**src/rtl/sprite_pkg.sv**
```systemverilog
// sprite_pkg: shared types and constants for the sprite fetch pipeline.
//   color_t  - 12-bit RGB444 pixel
//   hcount_t - 11-bit horizontal pixel count
//   vcount_t - 10-bit vertical line count
package sprite_pkg;
  localparam int COLOR_W   = 12;
  localparam int SCALE_MAX = 3;

  typedef logic [COLOR_W-1:0] color_t;
  typedef logic [10:0]        hcount_t;
  typedef logic [9:0]         vcount_t;
endpackage

```
**src/rtl/sprite_fetch_pipe_delay.sv**
```systemverilog
// pipe_delay: synchronously-reset shift register.
//   clk, rst : clock, synchronous active-high reset
//   din      : W-bit input, sampled every cycle
//   dout     : din delayed by DEPTH cycles (DEPTH=0 is a plain wire)
// Every stage resets to RESET_VAL so the delayed bundle is well defined
// while the pipe refills after reset.
module pipe_delay #(
  parameter int             W         = 1,
  parameter int             DEPTH     = 1,
  parameter logic [W-1:0]   RESET_VAL = '0
) (
  input  logic         clk,
  input  logic         rst,
  input  logic [W-1:0] din,
  output logic [W-1:0] dout
);
  generate
    if (DEPTH == 0) begin : g_wire
      assign dout = din;
    end else begin : g_pipe
      logic [DEPTH-1:0][W-1:0] stage_q;
      logic [DEPTH-1:0][W-1:0] stage_d;

      always_comb begin
        stage_d    = stage_q;
        stage_d[0] = din;
        for (int i = 1; i < DEPTH; i++) begin
          stage_d[i] = stage_q[i-1];
        end
      end

      always_ff @(posedge clk) begin
        if (rst) begin
          stage_q <= {DEPTH{RESET_VAL}};
        end else begin
          stage_q <= stage_d;
        end
      end

      assign dout = stage_q[DEPTH-1];
    end
  endgenerate
endmodule

```
**src/rtl/sprite_fetch_pipe.sv**
```systemverilog
// sprite_fetch_pipe: pixel-pipeline stage between VGA timing and the pins.
//   clk, rst                     : pixel clock, synchronous active-high reset
//   hcount_in, vcount_in         : raw pixel position from the timing generator
//   hsync_in, vsync_in, blank_in : raw timing strobes
//   pos_x_in, pos_y_in, scale_in : requested sprite origin / log2 zoom,
//                                  taken only on the vsync rising edge
//   mem_addr, mem_dout           : image memory read port (MEM_LATENCY cycles)
//   pixel_out, hsync_out,
//   vsync_out, blank_out         : aligned outputs, MEM_LATENCY+2 cycles late
module sprite_fetch_pipe
  import sprite_pkg::*;
#(
  parameter int     WIDTH       = 128,
  parameter int     HEIGHT      = 128,
  parameter int     MEM_LATENCY = 2,
  parameter color_t BG_COLOR    = 12'h000,
  parameter bit     KEY_EN      = 1'b0,
  parameter color_t KEY_COLOR   = 12'hF0F
) (
  input  logic                           clk,
  input  logic                           rst,
  input  logic [10:0]                    hcount_in,
  input  logic [9:0]                     vcount_in,
  input  logic                           hsync_in,
  input  logic                           vsync_in,
  input  logic                           blank_in,
  input  logic [10:0]                    pos_x_in,
  input  logic [9:0]                     pos_y_in,
  input  logic [1:0]                     scale_in,
  output logic [$clog2(WIDTH*HEIGHT)-1:0] mem_addr,
  input  logic [COLOR_W-1:0]             mem_dout,
  output logic [COLOR_W-1:0]             pixel_out,
  output logic                           hsync_out,
  output logic                           vsync_out,
  output logic                           blank_out
);
  localparam int AW = $clog2(WIDTH*HEIGHT);

  // Bundle layout for the delay line: {in_sprite, hsync, vsync, blank}.
  localparam logic [3:0] BUNDLE_RST = 4'b0001;

  // Frame-synchronous shadow of the sprite placement.
  logic    vsync_prev_q, vsync_prev_d;
  hcount_t pos_x_q, pos_x_d;
  vcount_t pos_y_q, pos_y_d;
  logic [1:0] scale_q, scale_d;

  // Stage 1.
  logic signed [11:0] rel_x, rel_y;
  logic [31:0] ext_x, ext_y, lim_x, lim_y, col, row, addr_full;
  logic        in_sprite;
  logic [AW-1:0] mem_addr_q, mem_addr_d;
  logic [3:0]  s1_q, s1_d;

  // Aligned with mem_dout.
  logic [3:0]  dly;

  // Output stage.
  color_t pixel_q, pixel_d;
  logic   hsync_q, hsync_d, vsync_q, vsync_d, blank_q, blank_d;

  always_comb begin
    vsync_prev_d = vsync_in;
    pos_x_d      = pos_x_q;
    pos_y_d      = pos_y_q;
    scale_d      = scale_q;
    if (vsync_in && !vsync_prev_q) begin
      pos_x_d = pos_x_in;
      pos_y_d = pos_y_in;
      scale_d = scale_in;
    end
  end

  always_comb begin
    // Zero-extended operands keep the 12-bit difference exact; bit 11 is
    // the sign, so a pixel left of / above the sprite never wraps inside.
    rel_x = {1'b0, hcount_in} - {1'b0, pos_x_q};
    rel_y = {2'b0, vcount_in} - {2'b0, pos_y_q};
    ext_x = {20'd0, rel_x};
    ext_y = {20'd0, rel_y};
    lim_x = 32'(WIDTH)  << scale_q;
    lim_y = 32'(HEIGHT) << scale_q;
    in_sprite = !rel_x[11] && !rel_y[11] && (ext_x < lim_x) && (ext_y < lim_y);
    // Non-negative inside the sprite, so a logical shift equals >>>.
    col = ext_x >> scale_q;
    row = ext_y >> scale_q;
    addr_full = row * 32'(WIDTH) + col;
    mem_addr_d = in_sprite ? addr_full[AW-1:0] : '0;
    s1_d = {in_sprite, hsync_in, vsync_in, blank_in};
  end

  pipe_delay #(
    .W         (4),
    .DEPTH     (MEM_LATENCY),
    .RESET_VAL (BUNDLE_RST)
  ) u_align (
    .clk  (clk),
    .rst  (rst),
    .din  (s1_q),
    .dout (dly)
  );

  always_comb begin
    hsync_d = dly[2];
    vsync_d = dly[1];
    blank_d = dly[0];
    if (dly[0]) begin
      pixel_d = '0;
    end else if (!dly[3]) begin
      pixel_d = BG_COLOR;
    end else if (KEY_EN && (mem_dout == KEY_COLOR)) begin
      pixel_d = BG_COLOR;
    end else begin
      pixel_d = mem_dout;
    end
  end

  always_ff @(posedge clk) begin
    if (rst) begin
      vsync_prev_q <= 1'b0;
      pos_x_q      <= '0;
      pos_y_q      <= '0;
      scale_q      <= '0;
      mem_addr_q   <= '0;
      s1_q         <= BUNDLE_RST;
      pixel_q      <= '0;
      hsync_q      <= 1'b0;
      vsync_q      <= 1'b0;
      blank_q      <= 1'b1;
    end else begin
      vsync_prev_q <= vsync_prev_d;
      pos_x_q      <= pos_x_d;
      pos_y_q      <= pos_y_d;
      scale_q      <= scale_d;
      mem_addr_q   <= mem_addr_d;
      s1_q         <= s1_d;
      pixel_q      <= pixel_d;
      hsync_q      <= hsync_d;
      vsync_q      <= vsync_d;
      blank_q      <= blank_d;
    end
  end

  assign mem_addr  = mem_addr_q;
  assign pixel_out = pixel_q;
  assign hsync_out = hsync_q;
  assign vsync_out = vsync_q;
  assign blank_out = blank_q;
endmodule

```
**config.mk**
```make
export PLATFORM = sky130hd
export DESIGN_NAME = sprite_fetch_pipe
export DESIGN_NICKNAME = d
export VERILOG_FILES = /design/src/rtl/sprite_pkg.sv /design/src/rtl/sprite_fetch_pipe_delay.sv /design/src/rtl/sprite_fetch_pipe.sv
export SDC_FILE = /design/constraint.sdc
export NUM_CORES = 1
export LEC_CHECK = 0
export ABC_AREA = 1
export BUFFER_PORTS_ARGS = -buffer_cell sky130_fd_sc_hd__buf_2
export CORE_MARGIN = 4
export CORE_UTILIZATION = 40
export DETAILED_ROUTE_END_ITERATION = 8
export PLACE_DENSITY = 0.67
export RECOVER_POWER = 50
export SLEW_MARGIN = 30
export SYNTH_ARGS = -nofsm -noshare
export SYNTH_HDL_FRONTEND = slang
export SYNTH_SLANG_ARGS = --single-unit
```
**constraint.sdc**
```tcl
create_clock -name clk -period 3.57 [get_ports clk]
set_input_delay 0.714 -clock clk [delete_from_list [all_inputs] [get_ports clk]]
set_output_delay 0.714 -clock clk [all_outputs]
set_load 0.005 [all_outputs]
```
==> impl_metrics.ini <==
[min_path]
hold_path.class = register to register

[setup_path]
worst_setup_path_start_kind = primary input
crit_top_cell = nand2_1
cp_cell_sequence = buf_2, inv_1, ha_1, fa_1, inv_1, nand2_1, nand3_2, nand3_2, nand2_1, nand2_1, nand3_1, nand3_1, nand2_1, ha_1, inv_1, fa_1, nor2_1, o21ai_0, nand2_1, nand2_1, nand2_1, nand3_1, nor2_1, nor2_1
worstPathMaxFanout = 3
cp_slowest_stage_delay_ns = 0.39
critPathRequiredTime_ns = 3.81
crit_type = primary input to register
path_buf_inv = 4
worst_path_max_delay_cell = fa_1
cp.arrival_ns = 3.46
cpLargestDelayFamily = simple AND/OR/NAND/NOR gates
cp-end-kind = register

[final_layout]
diodes = 0
area_growth_pct = 20.5
drive_gt1_share_pct = 18.2
fillers = 945
fin_nets = 746

[global_route]
antenna_found_initial = 0
grt_pass1_vias = 3385
gr-usage-all-layers_pct = 16.1
grt_max_degree = 26
grt_overflow = 0
grt_pass1_wl_um = 14800

[detailed_routing]
viasPerCell = 4.59
route.vias.total = 3591
wl_per_cell_um = 11.4
dr.pass1.iters = 4
dr.first_iter.drc_count = 157
ant_nets = 0
drc_errors = 0
totalWireLength_um = 8950

[die]
die_w_um = 106
coreArea_um2 = 9240
ios = 90
initial_core_util_pct = 41.2
dieHeight_um = 106
rows = 35
dieArea_um2 = 11200

[timing]
worst_pin_slew_ns = 0.645
tns_ns = 0
hold_viol = 0
final.min_clock_period_ns = 3.23
setup_viol = 0
rsz0062_at_grt = no
fmax_mhz = 310
skew_ns = 0.00997
layout_setup_ws_ns = 0.344
timing.hold.ws_ns = 0.406
finalMaxSlewViolations = 0
timing.final.crit_share_pct = 90.4
relSlewSlack_pct = 56.9

[clock_tree]
path_clk_slew_ns = 0.08
cts_max_path_buffers = 2
cts_hold_buf = 0
cts.repair_timing.setup_buffer_count = 0
htreeDepth = 3
cts_resized = 0
clock_sinks = 64
cts_root_buffer = clkbuf_8
cts_made_buffers = 9
clk_latency_ns = 0.34
cts_tree = built

[synthesis]
ys_warn_count = 0
syn-num-nets = 652
netlist_instances = 555
synth_cell_types = 38
netlist_area_um2 = 3810
syn_area_per_cell_um2 = 6.86
ys_seq_elements = 64
ys_seq_area_share_pct = 33.6

[place]
place.port_buffers = 89
gp_congestion = 0.877
dpl_worst_slack_ns = 0.000945
hpwl_um = 7330

[pwr]
ir_drop_v = 0.000219
p_leak_nw = 2.40
powerDensity_nw_per_um2 = 445

[outcome]
status = finished, final reports clean

[job]
max-cap-violations = 0
synthesized netlist by cell type (all sizes together):
cell type	instances	area, um^2
nand3	49	260
dfxtp	64	1280
a2bb2oi	1	8.76
nor2	64	243
xor2	3	26.3
o211ai	1	7.51
a31oi	3	18.8
nand4	3	18.8
a21boi	1	7.51
a211oi	1	12.5
xnor2	4	35.0
fa	3	60.1
buf	7	48.8
a21oi	41	209
nor3	2	10.0
clkinv	1	3.75
inv	99	372
nand2	118	463
nand3b	2	15.0
or2	4	25.0
nor3b	2	20.0
and2	1	6.26
o21bai	1	7.51
clkbuf	8	30.0
a21o	2	15.0
ha	33	413
o21ai	36	184
o221ai	1	8.76
through the flow:
step	util [%]	total power, W	instances	area (um^2)
5_1_grt	49.7	0.00221	783	4590
3_3_place_gp	47.7	0.00140	767	4410
2_1_floorplan	-	0.00126	555	3810
4_1_cts	49.9	0.00207	783	4610
3_5_place_dp	47.7	0.00142	767	4410
6_report	49.7	0.00204	783	4590
report_power, final:
group          total, W  switching, W  internal, W
combinational  0.000647      0.000393     0.000255
sequential     0.000757     0.0000110     0.000746
clock          0.000639      0.000309     0.000329
total           0.00204      0.000713      0.00133
kinds of logic (layout without fill, tap and decap cells):
family          Yosys count  in the layout  synth area share (%)
compound gates           88             88                  12.6
xor+xnor                  7              7                  1.61
fa+ha+maj                36             36                  12.4
buf+inv                 115            214                  11.9
flops                    64             64                  33.6
simple gates            245            245                  27.8
layout make-up:
type / count / area, um^2 / area share, %
sequential: 64 / 1280 / 27.9
multi-input combinational: 376 / 2070 / 45.2
inverter: 100 / 375 / 8.18
tap: 129 / 161 / 3.52
clock buffer: 9 / 124 / 2.70
clock inverter: 7 / 78.8 / 1.72
timing repair buffer: 98 / 494 / 10.8
final timing paths:
path	startpoint	end	slack [ns]	depth (start not counted)
worst min-delay path	u_align.dout[1]	vsync_out	0.41	2
worst max register to register	pos_x_q[2]	mem_addr[13]	0.49	22
worst max-delay path	hcount_in[0]	mem_addr[13]	0.34	24
worst min register to register	u_align.dout[1]	vsync_out	0.41	2
sequential cells by signal, indices dropped and copies added (netlist names):
signal / flops
pos_x_q: 11
u_align.g_pipe.stage_d: 4
pos_y_q: 10
u_align.dout: 4
blank_out: 1
vsync_out: 1
pixel_out: 12
hsync_out: 1
mem_addr: 14
scale_q: 2
s1_q: 4
per-layer routing:
layer / track usage, % / routed length (um)
met1: 21.1 / 4140
met2: 26.3 / 4230
met3: 4.72 / 502
met4: 3.52 / 74
met5: 0 / 0
worst reg2reg max path, cell delays in order, from the launching register on:
cell and delay [ns]:
dfxtp_1 0.32, inv_1 0.05, ha_1 0.35, a21oi_1 0.23
nor2_1 0.07, nor2_1 0.11, nand2_1 0.10, nand2_1 0.11
nand3_2 0.08, nand3_1 0.12, nand3_1 0.09, nand2_1 0.07
ha_1 0.17, inv_1 0.06, fa_1 0.37, nor2_1 0.14
o21ai_0 0.09, nand2_1 0.09, nand2_1 0.07, nand2_1 0.06
nand3_1 0.09, nor2_1 0.10, nor2_1 0.05
placed cells by master, fill, tap and decap left out, types with 2 or more instances in the layout:
| cell type | n |
|---|---|
| a21o_1 | 2 |
| a21oi_1 | 40 |
| a31oi_1 | 3 |
| buf_2 | 74 |
| buf_4 | 9 |
| clkbuf_1 | 14 |
| clkbuf_8 | 9 |
| clkinvlp_4 | 3 |
| dfxtp_1 | 64 |
| fa_1 | 3 |
| ha_1 | 33 |
| inv_1 | 99 |
| inv_6 | 3 |
| nand2_1 | 110 |
| nand2_2 | 8 |
| nand3_1 | 46 |
| nand3_2 | 3 |
| nand3b_1 | 2 |
| nand4_1 | 3 |
| nor2_1 | 63 |
| nor3_1 | 2 |
| o21ai_0 | 34 |
| or2_2 | 4 |
| xnor2_1 | 4 |
| xor2_1 | 3 |
(Power assumes the default switching activity.)
